[src/rtl/instr_encoder.sv]
// instr_encoder: streaming RV32I-subset instruction encoder.
// Symbolic instructions in (valid/ready), 32-bit machine words out with the
// byte PC each word will occupy. Branch/jump targets arrive as absolute byte
// addresses and are turned into PC-relative offsets here.
// Optional range checking is built when ENCODER_RANGE_CHECK_EN is defined;
// otherwise err_range is tied to 0.
module instr_encoder #(
  parameter logic [31:0] BASE_ADDR = 32'h0000_0000,
  parameter int          ADDR_W    = 10
) (
  input  logic        clk,
  input  logic        rst,
  input  logic        flush,
  input  logic        in_valid,
  output logic        in_ready,
  input  logic [3:0]  in_op,
  input  logic [4:0]  in_rd,
  input  logic [4:0]  in_rs1,
  input  logic [4:0]  in_rs2,
  input  logic [31:0] in_imm,
  output logic        out_valid,
  input  logic        out_ready,
  output logic [31:0] out_instr,
  output logic [31:0] out_pc,
  output logic        err_illegal,
  output logic        err_range
);

  // Symbolic op codes as seen on in_op.
  localparam logic [3:0] OP_ADDI = 4'd0;
  localparam logic [3:0] OP_XORI = 4'd1;
  localparam logic [3:0] OP_ORI  = 4'd2;
  localparam logic [3:0] OP_ANDI = 4'd3;
  localparam logic [3:0] OP_ADD  = 4'd4;
  localparam logic [3:0] OP_XOR  = 4'd5;
  localparam logic [3:0] OP_OR   = 4'd6;
  localparam logic [3:0] OP_AND  = 4'd7;
  localparam logic [3:0] OP_SW   = 4'd8;
  localparam logic [3:0] OP_BEQ  = 4'd9;
  localparam logic [3:0] OP_BNE  = 4'd10;
  localparam logic [3:0] OP_JAL  = 4'd11;
  localparam logic [3:0] OP_JALR = 4'd12;

  // Major opcodes.
  localparam logic [6:0] OPC_OPIMM  = 7'b0010011;
  localparam logic [6:0] OPC_OP     = 7'b0110011;
  localparam logic [6:0] OPC_STORE  = 7'b0100011;
  localparam logic [6:0] OPC_BRANCH = 7'b1100011;
  localparam logic [6:0] OPC_JAL    = 7'b1101111;
  localparam logic [6:0] OPC_JALR   = 7'b1100111;

  localparam logic [31:0] NOP_WORD = 32'h0000_0013;

  typedef enum logic [2:0] {
    FMT_I,
    FMT_R,
    FMT_S,
    FMT_B,
    FMT_J,
    FMT_NOP
  } fmt_e;

  typedef struct packed {
    logic [3:0]  op;
    logic [4:0]  rd;
    logic [4:0]  rs1;
    logic [4:0]  rs2;
    logic [31:0] imm;
  } enc_req_t;

  typedef struct packed {
    logic [31:0] instr;
    logic [31:0] pc;
  } enc_rsp_t;

  enc_req_t          req;
  enc_rsp_t          rsp;
  logic [ADDR_W-1:0] idx;
  logic [31:0]       cur_pc;
  logic [31:0]       rel_off;
  logic              hs_in;
  logic              hs_out;

  fmt_e              fmt;
  logic [6:0]        opcode;
  logic [2:0]        funct3;
  logic              illegal;
  logic [31:0]       word;

  assign req = '{op: in_op, rd: in_rd, rs1: in_rs1, rs2: in_rs2, imm: in_imm};

  // The PC window is 2^ADDR_W words above BASE_ADDR; idx wraps naturally.
  assign cur_pc  = BASE_ADDR + 32'({idx, 2'b00});
  assign rel_off = req.imm - cur_pc;

  assign in_ready = !out_valid || out_ready;
  assign hs_in    = in_valid && in_ready;
  assign hs_out   = out_valid && out_ready;

  // Classify the op: instruction format, major opcode and funct3.
  always_comb begin
    fmt     = FMT_NOP;
    opcode  = OPC_OPIMM;
    funct3  = 3'b000;
    illegal = 1'b0;
    case (req.op)
      OP_ADDI: begin fmt = FMT_I; opcode = OPC_OPIMM;  funct3 = 3'b000; end
      OP_XORI: begin fmt = FMT_I; opcode = OPC_OPIMM;  funct3 = 3'b100; end
      OP_ORI:  begin fmt = FMT_I; opcode = OPC_OPIMM;  funct3 = 3'b110; end
      OP_ANDI: begin fmt = FMT_I; opcode = OPC_OPIMM;  funct3 = 3'b111; end
      OP_ADD:  begin fmt = FMT_R; opcode = OPC_OP;     funct3 = 3'b000; end
      OP_XOR:  begin fmt = FMT_R; opcode = OPC_OP;     funct3 = 3'b100; end
      OP_OR:   begin fmt = FMT_R; opcode = OPC_OP;     funct3 = 3'b110; end
      OP_AND:  begin fmt = FMT_R; opcode = OPC_OP;     funct3 = 3'b111; end
      OP_SW:   begin fmt = FMT_S; opcode = OPC_STORE;  funct3 = 3'b010; end
      OP_BEQ:  begin fmt = FMT_B; opcode = OPC_BRANCH; funct3 = 3'b000; end
      OP_BNE:  begin fmt = FMT_B; opcode = OPC_BRANCH; funct3 = 3'b001; end
      OP_JAL:  begin fmt = FMT_J; opcode = OPC_JAL;    funct3 = 3'b000; end
      OP_JALR: begin fmt = FMT_I; opcode = OPC_JALR;   funct3 = 3'b000; end
      default: begin fmt = FMT_NOP; illegal = 1'b1; end
    endcase
  end

  // Pack fields into the 32-bit word; immediates are simply truncated.
  always_comb begin
    word = NOP_WORD;
    case (fmt)
      FMT_I: word = {req.imm[11:0], req.rs1, funct3, req.rd, opcode};
      FMT_R: word = {7'b0000000, req.rs2, req.rs1, funct3, req.rd, opcode};
      FMT_S: word = {req.imm[11:5], req.rs2, req.rs1, funct3, req.imm[4:0], opcode};
      FMT_B: word = {rel_off[12], rel_off[10:5], req.rs2, req.rs1, funct3,
                     rel_off[4:1], rel_off[11], opcode};
      FMT_J: word = {rel_off[20], rel_off[10:1], rel_off[11], rel_off[19:12],
                     req.rd, opcode};
      default: word = NOP_WORD;
    endcase
  end

  // Output stage, PC index and illegal flag; rst beats flush beats handshakes.
  always_ff @(posedge clk) begin
    if (rst || flush) begin
      out_valid   <= 1'b0;
      rsp         <= '{instr: 32'h0, pc: BASE_ADDR};
      idx         <= '0;
      err_illegal <= 1'b0;
    end else if (hs_in) begin
      out_valid   <= 1'b1;
      rsp         <= '{instr: word, pc: cur_pc};
      idx         <= idx + ADDR_W'(1);
      if (illegal) err_illegal <= 1'b1;
    end else if (hs_out) begin
      out_valid   <= 1'b0;
    end
  end

  assign out_instr = rsp.instr;
  assign out_pc    = rsp.pc;

`ifdef ENCODER_RANGE_CHECK_EN
  logic imm_ok;
  logic b_ok;
  logic j_ok;
  logic range_bad;

  // A value fits a signed field when all bits above the field's sign bit
  // equal that sign bit.
  assign imm_ok = (&req.imm[31:11]) || !(|req.imm[31:11]);
  assign b_ok   = ((&rel_off[31:12]) || !(|rel_off[31:12])) && !rel_off[0];
  assign j_ok   = ((&rel_off[31:20]) || !(|rel_off[31:20])) && !rel_off[0];

  // Select the check that applies to this op's format.
  always_comb begin
    range_bad = 1'b0;
    case (fmt)
      FMT_I, FMT_S: range_bad = !imm_ok;
      FMT_B:        range_bad = !b_ok;
      FMT_J:        range_bad = !j_ok;
      default:      range_bad = 1'b0;
    endcase
  end

  // Sticky range flag, set on the edge that accepts the offending input.
  always_ff @(posedge clk) begin
    if (rst || flush)
      err_range <= 1'b0;
    else if (hs_in && range_bad)
      err_range <= 1'b1;
  end
`else
  assign err_range = 1'b0;
`endif

endmodule

[config.mk]
export PLATFORM = sky130hd
export DESIGN_NAME = instr_encoder
export DESIGN_NICKNAME = d
export VERILOG_FILES = /design/src/rtl/instr_encoder.sv
export SDC_FILE = /design/constraint.sdc
export NUM_CORES = 1
export LEC_CHECK = 0
export BUFFER_PORTS_ARGS = -buffer_cell sky130_fd_sc_hd__buf_2
export CAP_MARGIN = 40
export CORE_ASPECT_RATIO = 0.5
export CORE_MARGIN = 10
export CORE_UTILIZATION = 40
export CTS_BUF_LIST = sky130_fd_sc_hd__clkbuf_4
export CTS_CLUSTER_SIZE = 30
export DETAILED_ROUTE_END_ITERATION = 8
export PLACE_DENSITY = 0.77
export SLEW_MARGIN = 40
export SYNTH_ARGS = -nofsm -noshare
export SYNTH_HDL_FRONTEND = slang
export SYNTH_SLANG_ARGS = --single-unit
[constraint.sdc]
create_clock -name clk -period 3.54 [get_ports clk]
set_input_delay 0.708 -clock clk [delete_from_list [all_inputs] [get_ports clk]]
set_output_delay 0.708 -clock clk [all_outputs]
set_load 0.02 [all_outputs]
# [Word level (Yosys, flattened, before mapping)]
# Index checks and enable logic that the tools add are counted.
[word_totals] in_bits=56 out_inout_bits=68 ff_bits=54 word_cells=46
[op_classes] n_mux=6 n_addsub=2 bitwise=1 n_reduce_logical=16 eq_ne=16
[ops] operator="$pmux W32 S5" n=1
[ops] operator="$pmux W7 S5" n=1
[ops] operator="$pmux W3 S5" n=2
[ops] operator="$sub A21 B12 Y21" n=1
[ops] operator="$eq A4 B4 Y1 const B" n=5
[ops] operator="$eq A4 B3 Y1 const B" n=4
[ops] operator="$reduce_or A13 Y1" n=1
[ops] operator="$add A10 B1 Y10 const B" n=1
[ops] operator="$eq A4 B2 Y1 const B" n=2
[ops] operator="$reduce_or A2 Y1" n=4
[ops] operator="$eq A3 B2 Y1 const B" n=2
[ops] operator="$reduce_or A5 Y1" n=1
[ops] operator="$eq A4 B1 Y1 const B" n=1
[ops] operator="$logic_not A4 Y1" n=1
[ops] operator="$reduce_or A4 Y1" n=1
[ops] operator="$eq A3 B1 Y1 const B" n=1
[ops] operator="$eq A3 B3 Y1 const B" n=1
[ops] operator="$logic_not A3 Y1" n=1
[ops] operator="$logic_and A1 B1 Y1" n=2
[ops] operator="$logic_or A1 B1 Y1" n=2
[ops] operator="$mux W1" n=2
[ops] operator="$reduce_and A2 Y1" n=1
[ops] operator="$reduce_bool A2 Y1" n=1
[ops] operator="$logic_not A1 Y1" n=1
[ops] operator="$not A1 Y1" n=1

# [Depth between registers and ports, before layout]
# Gate-level depths: netlist of the first run.
[logic_depth] word_depth=5 ltp_mapped=9 mapped_depth_nobuf=9

# [Worst setup path after synthesis of the first run]
# OpenSTA, ideal clock, no wires.
[synth_path] path_type="input-to-reg" start="input port in_imm[4]" end="register rsp (netlist bit out_instr[15])" arrival_ns=2.774 setup_ns=0.063 slack_ns=0.704 required_time_ns=3.477 stages=8 path_buffers=1 cell_sequence="ha_1 > o211ai_1 > a21oi_1 > o311a_1 > o31a_1 > clkbuf_1 > or4_2 > nand3_1"
[synth_between] elab_chain_cells=2
[synth_rtl] item="start: declaration" line="20" rtl="input logic [31:0] in_imm,"
[synth_rtl] item="$sub A21 B12 Y21" line="94" rtl="assign rel_off = req.imm - cur_pc;"
[synth_rtl] item="$pmux W32 S5" line="127" rtl="case (fmt)"
[synth_rtl] item="end signal: assignment" line="143" rtl="rsp <= '{instr: 32'h0, pc: BASE_ADDR};"
[synth_rtl] item="end signal: assignment" line="148" rtl="rsp <= '{instr: word, pc: cur_pc};"
[synth_rtl] item="end: declaration" line="77" rtl="enc_rsp_t rsp;"
# Every way passes these cells.
# A chain may end at the register's enable or synchronous reset.

# [Worst setup path in the final report of the first run]
[layout_path] start="register idx[2]" end="register rsp (netlist bit out_instr[15])"
[layout_between] elab_chain_cells=2
[layout_rtl] item="start: declaration" line="78" rtl="logic [ADDR_W-1:0] idx;"
[layout_rtl] item="start signal: assignment" line="149" rtl="idx <= idx + ADDR_W'(1);"
[layout_rtl] item="$sub A21 B12 Y21" line="94"
[layout_rtl] item="$pmux W32 S5" line="127"
# Every way passes these cells.

==> flow_summary.ini, run 1 <==
[pwr]
p_comb_frac = 0.220
p_int_mw = 0.8628
peakVddDrop_uv = 139.1
p_leak_nw = 1.607
pwr-share-clk = 0.297
power_density_nw_per_um2 = 337.9
switching_share = 0.3264
p_seq_frac = 0.484
power_switching_mw = 0.4182

[yosys]
synth_ff_type = dfxtp_1
synth_common_cells = nand2_1, dfxtp_1, a21oi_1, nor2_1, o21ai_0
synth_top_area_cell = dfxtp_1
synth_area_um2 = 3254
synthCells = 424
synth.distinct_cells = 55
synth_seq_area_share = 0.3260
synth_area_leaders = dfxtp_1, nand2_1, a21oi_1, buf_4, o21ai_0
ys_seq_elements = 53
yosysTopAreaCellShare = 0.3260
synth_edf_count = 0
synthArstFlopShare = 0
syn_avg_cell_area_um2 = 7.675
yosysWarnings = 0
synth_most_common_cell = nand2_1

[cts]
clock-sinks = 53
clockBufferDepth = 2
cts-root-buf = clkbuf_4
clk_pin_slew_ns = 0.18
h-tree-depth = 2
cts_buffers = 5
cts_setup_buffers = 0
cts_tree = yes
cts-resized-gates = 0
cts_hold_buf = 0
clk-insertion-delay-late_ns = 0.39

[final_layout]
nets = 569
drive_above_1_share = 0.2311
area_delta_synth_final_pct = 16.49
antenna_cells = 0
utilization = 0.4756

[routing]
routed_wl_um = 9687
num_vias = 3319
drt-initial-drc-count = 382
firstDrtPassIters = 5
antenna_left = 0
routedWlPerCell_um = 15.78
vias_per_cell = 5.406
drc = 0

[worst_hold_path]
hold_depth = 2
hp-class = register to register
hold_path_end = out_pc[3]
min_from = out_pc[3]

[timing]
tightest_slew_ns = 0.8251
relSlewSlack = 0.4457
skew_ns = 0.01351
period_share = 0.7929
fin_crit_ns = 2.807
finalHoldViolations = 0
fin_setup_tns_ns = 0
max_freq_ghz = 0.3563
final-setup-viol-count = 0
rsz0062_at_grt = no
drv_slew = 0

[placed_design]
io_buffer_count = 89
hpwl_um = 7256
globalplace.congestion = 0.9101

[worst_setup_path]
cp.required_ns = 3.88
endpoint_kind = register
reg2reg_slack_ns = 0.73
cp.arrival_ns = 3.15
setup.worst_path.class = register to register
path_max_fanout = 8
r2r_cells = 8
worstSetupStartpointType = register
rr_endpoint = out_instr[15]
r2r_start = idx[2]

[run]
drv_cap = 0

[die]
num_io_pins = 124
die_h_um = 83.78
initial_core_util = 0.4083
rows = 23
dieArea_um2 = 12360
core_area_um2 = 7971
die_w_um = 147.6

[global_routing]
grt_max_degree = 49
grt_pass1_vias = 3136
grt_overflow = 0
antenna_found_initial = 0
groute.usage.overall = 0.1480
grt_pass1_wl_um = 15560

[run_status]
status = finished clean
worst max-delay path by stage:
stage,start,endpoint,slack [ns],cells past startpoint
floorplan,in_imm[4],out_instr[15],0.70,8
global placement,in_imm[4],out_instr[15],0.50,8
detailed placement,in_imm[4],out_instr[15],0.49,8
CTS,idx[2],out_instr[15],0.76,8
global route,idx[2],out_instr[15],0.54,8
finish,idx[2],out_instr[15],0.73,8
layout make-up:
cell class	count	area, um2
fillers	813	4180
repair buffers	95	490.5
multi-input cells	331	1956
clock buffers	5	37.54
inverters	15	56.30
well taps	112	140.1
clock inverters	3	50.05
flip-flops and latches	53	1061
routing by layer:
layer	GRT usage	wire [um]	up-vias
li1	-	-	1630
met1	0.1942	4356	1535
met2	0.2333	4459	140
met3	0.03571	699	14
met4	0.04562	171	0
met5	0	0	-
flip-flops by register name (all words and copies together), names as in the netlist:
register,flops
out_valid,1
out_pc,10
out_instr,31
err_illegal,1
idx,10
kinds of logic (layout without fill, tap and decap cells):
family	count (synthesis)	in the layout	share of synthesized area
AND/OR/NAND/NOR	150	150	0.2180
AO/OA/AOI/OAI	127	127	0.2549
buffers and inverters	62	118	0.09919
flip-flops	53	53	0.3260
XOR/XNOR	17	17	0.04575
adder cells (fa/ha/maj)	12	12	0.04844
multiplexers	2	2	0.006536
other	1	23	0.001152
power groups by stage:
stage	Combinational (mW)	Clock [mW]	Sequential [mW]
after floorplan	0.189	0	0.650
after CTS	0.277	0.389	0.620
after global routing	0.308	0.417	0.622
final	0.281	0.380	0.620
after detailed placement	0.274	0	0.632
after global placement	0.272	0	0.632
placed cells by master (no fill, tap or decap), types with 6 or more instances in the layout:
cell,n
buf_4,6
dfxtp_1,53
a211oi_1,7
inv_1,15
buf_2,89
nand3_1,11
a221oi_1,7
a21o_1,6
ha_1,11
a21oi_1,38
conb_1,23
o211ai_1,6
nand2_1,55
o21ai_0,28
nor2_1,34
nand2b_1,6
xnor2_1,12
nor3_1,16
per-stage QoR:
stage                     area (um2)  std cells  setup slack, ns  power (mW)  hold WS (ns)
final                           3791        614           0.7331       1.281        0.4621
after global routing            3791        614           0.5442       1.347        0.4847
after global placement          3701        606           0.5032      0.9037        0.4403
after floorplan                 3337        446           0.7038      0.8385        0.4319
after CTS                       3789        614           0.7640       1.285        0.4642
after detailed placement        3701        606           0.4921      0.9067        0.4431
worst max-delay path: stages, from the launching register on:
cell      delay (ns)
dfxtp_1         0.46
inv_1           0.11
ha_1            0.34
o211ai_1        0.20
a21oi_1         0.11
o311a_1         0.40
o31a_1          0.37
or4_2           0.67
nand3_1         0.09
(Power assumes the default switching activity.)
==> inputs of run 2 (changes only) <==
--- a/config.mk
+++ b/config.mk
@@ -13,7 +13,7 @@
 export CTS_BUF_LIST = sky130_fd_sc_hd__clkbuf_4
 export CTS_CLUSTER_SIZE = 30
 export DETAILED_ROUTE_END_ITERATION = 8
-export PLACE_DENSITY = 0.77
+export PLACE_DENSITY = 0.8
 export SLEW_MARGIN = 40
 export SYNTH_ARGS = -nofsm -noshare
 export SYNTH_HDL_FRONTEND = slang
==> constraint.sdc (replaced) <==
create_clock -name clk -period 2.3 [get_ports clk]
set_input_delay 0.46 -clock clk [delete_from_list [all_inputs] [get_ports clk]]
set_output_delay 0.46 -clock clk [all_outputs]
set_load 0.02 [all_outputs]
==> run 2 against run 1 <==
Clock skew about the same. Setup slack worse by 0.71 ns. First-iteration DRC count up 5.2%. Largest cell class unchanged. Sequential share of layout area decreased by 3.2 points. Hold slack got worse by 0.16 ns. Core utilization grew 6.4 points. Combinational power increased by 84%.
==> flow_summary.ini, run 2 (same netlist as run 1, synthesis figures left out) <==
[final_layout]
area_delta_synth_final_pct = 32.10
design_area_um2 = 4299
final_common_cell = buf_2
nets = 621
antenna_cells = 0
drive_above_1_share = 0.3339
utilization = 0.5393
fillerInstances = 732
layout_common_cells = buf_2, buf_4, nand2_1, dfxtp_1, a21oi_1
largest_reg_flops = 31

[timing]
period_share = 0.9909
fin_setup_tns_ns = 0
skew_ns = 0.01316
setup_ws_ns = 0.02087
tightest_slew_ns = 0.5298
rsz0062_at_grt = yes
fin_crit_ns = 2.279
relSlewSlack = 0.6455
max_freq_ghz = 0.4388
final-setup-viol-count = 0
drv_slew = 0
hold_ws_ns = 0.3052
finalHoldViolations = 0

[pwr]
switching_share = 0.3434
p_comb_frac = 0.265
power_density_nw_per_um2 = 453.8
p_int_mw = 1.281
power_switching_mw = 0.6699
p_seq_frac = 0.489
pwr-share-clk = 0.246
peakVddDrop_uv = 204.2
p_leak_nw = 1.875

[global_routing]
grt_max_degree = 34
antenna_found_initial = 0
grt_pass1_wl_um = 16470
groute.usage.overall = 0.1576
grt_overflow = 0
grt_pass1_vias = 3275

[die]
num_io_pins = 124
core_area_um2 = 7971
initial_core_util = 0.4083
rows = 23
die_w_um = 147.6
die_h_um = 83.78
dieArea_um2 = 12360

[worst_setup_path]
path_buf_inv = 1
r2r_cells = 8
endpoint_kind = register
rr_endpoint = out_instr[31]
max_stage_delay_ns = 0.41
reg2reg_slack_ns = 0.02
crit_chain = inv_2 > ha_4 > or4_4 > or3_4 > or3_4 > o311a_1 > nor3_2 > a221oi_2
cp.arrival_ns = 2.59
crit_family = simple AND/OR/NAND/NOR gates
path_max_fanout = 3
cp.required_ns = 2.61
crit_top_cell = or3_4
r2r_start = idx[9]
setup.worst_path.class = register to register
worst_path_max_delay_cell = or4_4
worstSetupStartpointType = register

[worst_hold_path]
hold_depth = 3
min_from = in_valid
hp-class = input port to register
hold_path_end = out_valid

[run]
drv_cap = 0

[cts]
cts_tree = yes
clock-sinks = 53
cts-root-buf = clkbuf_4
cts_buffers = 5
clockBufferDepth = 2
h-tree-depth = 2
clk_pin_slew_ns = 0.18
clk-insertion-delay-late_ns = 0.39

[placed_design]
globalplace.congestion = 0.9382
io_buffer_count = 89
dpl_cell_area_um2 = 4167
pre_cts_ws_ns = -0.2310
hpwl_um = 8231

[routing]
drt-initial-drc-count = 402
firstDrtPassIters = 5
routedWlPerCell_um = 15.79
drc = 0
vias_per_cell = 5.275
routed_wl_um = 10510
antenna_left = 0
num_vias = 3513

[run_status]
status = finished clean
## run 2: cell types whose count changed in the layout (fill, tap and decap cells not counted), sizes merged
cell / before / now
buf: 95 / 147
bufinv: 1 / 0
inv: 16 / 17
## run 2: final cells by class
cell class	instances	area (um2)	share of cell area
tap	112	140.1	0.03260
sequential	53	1067	0.2483
clock buffer	5	37.54	0.008731
multi-input combinational	331	2076	0.4828
inverter	15	56.30	0.01310
clock inverter	3	28.78	0.006694
timing repair buffer	147	893.4	0.2078
## run 2: layer usage
layer | part of all wire | vias up | GRT usage
li1 | - | 1731 | -
met1 | 0.44 | 1637 | 0.2047
met2 | 0.48 | 139 | 0.2590
met3 | 0.069 | 6 | 0.03409
met4 | 0.0077 | 0 | 0.03846
met5 | 0 | - | 0
## run 2: power groups by stage
stage	combinational (mW)	clock, mW	sequential (mW)
floorplan	0.301	0	1.00
detailed placement	0.497	0	0.973
finish	0.517	0.481	0.953
global route	0.562	0.523	0.956
global placement	0.487	0	0.972
CTS	0.501	0.496	0.954
## run 2: worst max-delay path by stage
stage / startpoint / cells past startpoint / to / slack [ns]
2_1_floorplan: in_imm[11] / 7 / out_instr[31] / -0.08
3_3_place_gp: in_imm[11] / 8 / out_instr[31] / -0.18
3_5_place_dp: in_imm[11] / 8 / out_instr[31] / -0.23
4_1_cts: idx[9] / 8 / out_instr[31] / -0.04
5_1_grt: idx[9] / 8 / out_instr[31] / -0.08
6_report: idx[9] / 8 / out_instr[31] / 0.02
## run 2: worst register-to-register path: cells and delay by family (launching register included)
| kind | cells | cell delay [ns] |
|---|---|---|
| simple gates | 4 | 1.24 |
| flops | 1 | 0.38 |
| compound gates | 2 | 0.38 |
| buf+inv | 1 | 0.05 |
| fa+ha+maj | 1 | 0.15 |
## run 2: what timing repair did
action                     4_1_cts  5_1_grt
buffers inserted                 0        1
gates cloned                     0        0
hold buffers                     0        0
gates resized for setup          4       10
setup endpoints to repair        1        8
pin swaps                        0        5
## run 2: stage by stage
stage,total power [mW],cells
floorplan,1.301,446
global placement,1.459,657
detailed placement,1.470,657
CTS,1.951,665
global route,2.041,666
finish,1.951,666
==> inputs of run 3 (changes only) <==
--- a/config.mk
+++ b/config.mk
@@ -14,6 +14,7 @@
 export CTS_CLUSTER_SIZE = 30
 export DETAILED_ROUTE_END_ITERATION = 8
 export PLACE_DENSITY = 0.8
+export SETUP_SLACK_MARGIN = 0.15
 export SLEW_MARGIN = 40
 export SYNTH_ARGS = -nofsm -noshare
 export SYNTH_HDL_FRONTEND = slang
==> run 3 against run 2 <==
Clock skew fell by 0.0016 ns. Non-clock buffer count rose by 7. Via count rose by 4.1%. Clock-buffer cell count did not move. Sequential share of layout area fell by 0.73 points. Routed wire length rose by 4.3%. Design area rose by 3.6%. Critical path type unchanged.
==> flow_summary.ini, run 3 (same netlist as run 1, synthesis figures left out) <==
[cts]
h-tree-depth = 2
cts-root-buf = clkbuf_4
cts_tree = yes
clock-sinks = 53
cts_buffers = 5
clk_pin_slew_ns = 0.17
clk-insertion-delay-late_ns = 0.39
clockBufferDepth = 2

[worst_setup_path]
crit_top_cell = or3_4
crit_family = simple AND/OR/NAND/NOR gates
endpoint_kind = register
path_buf_inv = 1
max_stage_delay_ns = 0.42
reg2reg_slack_ns = 0.003
r2r_cells = 8
path_max_fanout = 3
cp.arrival_ns = 2.60
worst_path_max_delay_cell = or4_4
crit_cells = 8
r2r_start = idx[9]
cp.required_ns = 2.60
rr_endpoint = out_instr[31]
setup.worst_path.class = register to register
worstSetupStartpointType = register
crit_chain = inv_2 > ha_4 > or4_4 > or3_4 > or3_4 > o311a_1 > nor3_2 > a221oi_2
critPathLaunch = idx[9]
crit_end = out_instr[31]

[placed_design]
io_buffer_count = 89
dpl_cell_area_um2 = 4169
pre_cts_ws_ns = -0.2596
hpwl_um = 8188
numPlacedInstances = 654
globalplace.congestion = 0.9360

[timing]
finalHoldViolations = 0
fin_setup_tns_ns = 0
period_share = 0.9986
hold_ws_ns = 0.3091
skew_ns = 0.01158
max_freq_ghz = 0.4354
final-setup-viol-count = 0
drv_slew = 0
setup_ws_ns = 0.003108
tightest_slew_ns = 0.7167
relSlewSlack = 0.5186
fin_crit_ns = 2.297
rsz0062_at_grt = yes

[pwr]
fin_total_pwr_mw = 2.064
peakVddDrop_uv = 258.8
power_density_nw_per_um2 = 463.2
p_leak_nw = 1.940

[routing]
routedWlPerCell_um = 16.29
firstDrtPassIters = 5
vias_per_cell = 5.432
num_vias = 3656
routed_wl_um = 10960
drc = 0
antenna_left = 0
drt-initial-drc-count = 364

[die]
rows = 23
num_io_pins = 124
core_area_um2 = 7971
dieArea_um2 = 12360
die_w_um = 147.6
initial_core_util = 0.4083
die_h_um = 83.78

[final_layout]
instances_no_fill = 673
final_common_cell = buf_2
area_delta_synth_final_pct = 36.91
drive_above_1_share = 0.3743
nets = 628
design_area_um2 = 4456
largest_reg_flops = 31
layout_common_cells = buf_2, buf_4, nand2_1, dfxtp_1, a21oi_1
fillerInstances = 696
antenna_cells = 0
utilization = 0.5589

[global_routing]
antenna_found_initial = 0
groute.usage.overall = 0.1664
grt_pass1_wl_um = 17460
grt_max_degree = 34
grt_overflow = 0
grt_pass1_vias = 3512

[run_status]
status = finished clean

[worst_hold_path]
hp-class = input port to register

[run]
drv_cap = 0
==> run 3: cell types whose count changed in the layout (fill, tap and decap cells not counted), moves of 2 or more <==
| cell | previous run | this run |
|---|---|---|
| ha_4 | 5 | 9 |
| inv_1 | 13 | 10 |
| dfxtp_2 | 2 | 10 |
| buf_6 | 0 | 3 |
| inv_2 | 2 | 4 |
| dfxtp_1 | 50 | 43 |
| ha_1 | 6 | 2 |
| buf_4 | 57 | 61 |
==> run 3: repair_timing <==
item,CTS,global route
gates resized for setup,25,8
pin swaps,18,13
endpoints found under the setup margin,11,11
hold buffers,0,0
buffers inserted,7,4
==> run 3: where the power goes <==
| part | internal, mW | switching, mW | total, mW | leakage, nW |
|---|---|---|---|---|
| Clock | 0.239 | 0.330 | 0.569 | 0.0473 |
| Sequential | 0.942 | 0.0125 | 0.954 | 0.435 |
| Combinational | 0.220 | 0.320 | 0.540 | 1.46 |
==> run 3: layout make-up <==
cell class                 count  area (um2)  share of cell area
multi-input combinational    331        2138              0.4799
clock inverter                 3       50.05             0.01123
timing repair buffer         154       957.2              0.2148
tap                          112       140.1             0.03145
sequential                    53        1074              0.2409
inverter                      15       58.81             0.01320
clock buffer                   5       37.54            0.008425
==> run 3: worst min-delay path by stage <==
stage	start	end	slack [ns]	cells after the start
final	in_valid	out_valid	0.31	3
after global routing	in_valid	out_valid	0.29	3
after CTS	in_valid	out_valid	0.29	3
after detailed placement	out_pc[3]	out_pc[3]	0.45	2
after global placement	out_instr[6]	out_instr[6]	0.44	2
after floorplan	idx[5]	out_pc[7]	0.43	2
==> run 3: worst register-to-register path: stages (launching register included) <==
cell,delay (ns)
dfxtp_2,0.37
inv_2,0.05
ha_4,0.15
or4_4,0.42
or3_4,0.35
or3_4,0.36
o311a_1,0.31
nor3_2,0.13
a221oi_2,0.07
==> run 3: layer usage <==
metal	part of all wire	GRT usage	vias to the layer above
met5	0	0	-
met4	0.017	0.04830	0
met3	0.092	0.04221	21
met2	0.48	0.2850	182
met1	0.41	0.2008	1703
li1	-	-	1750
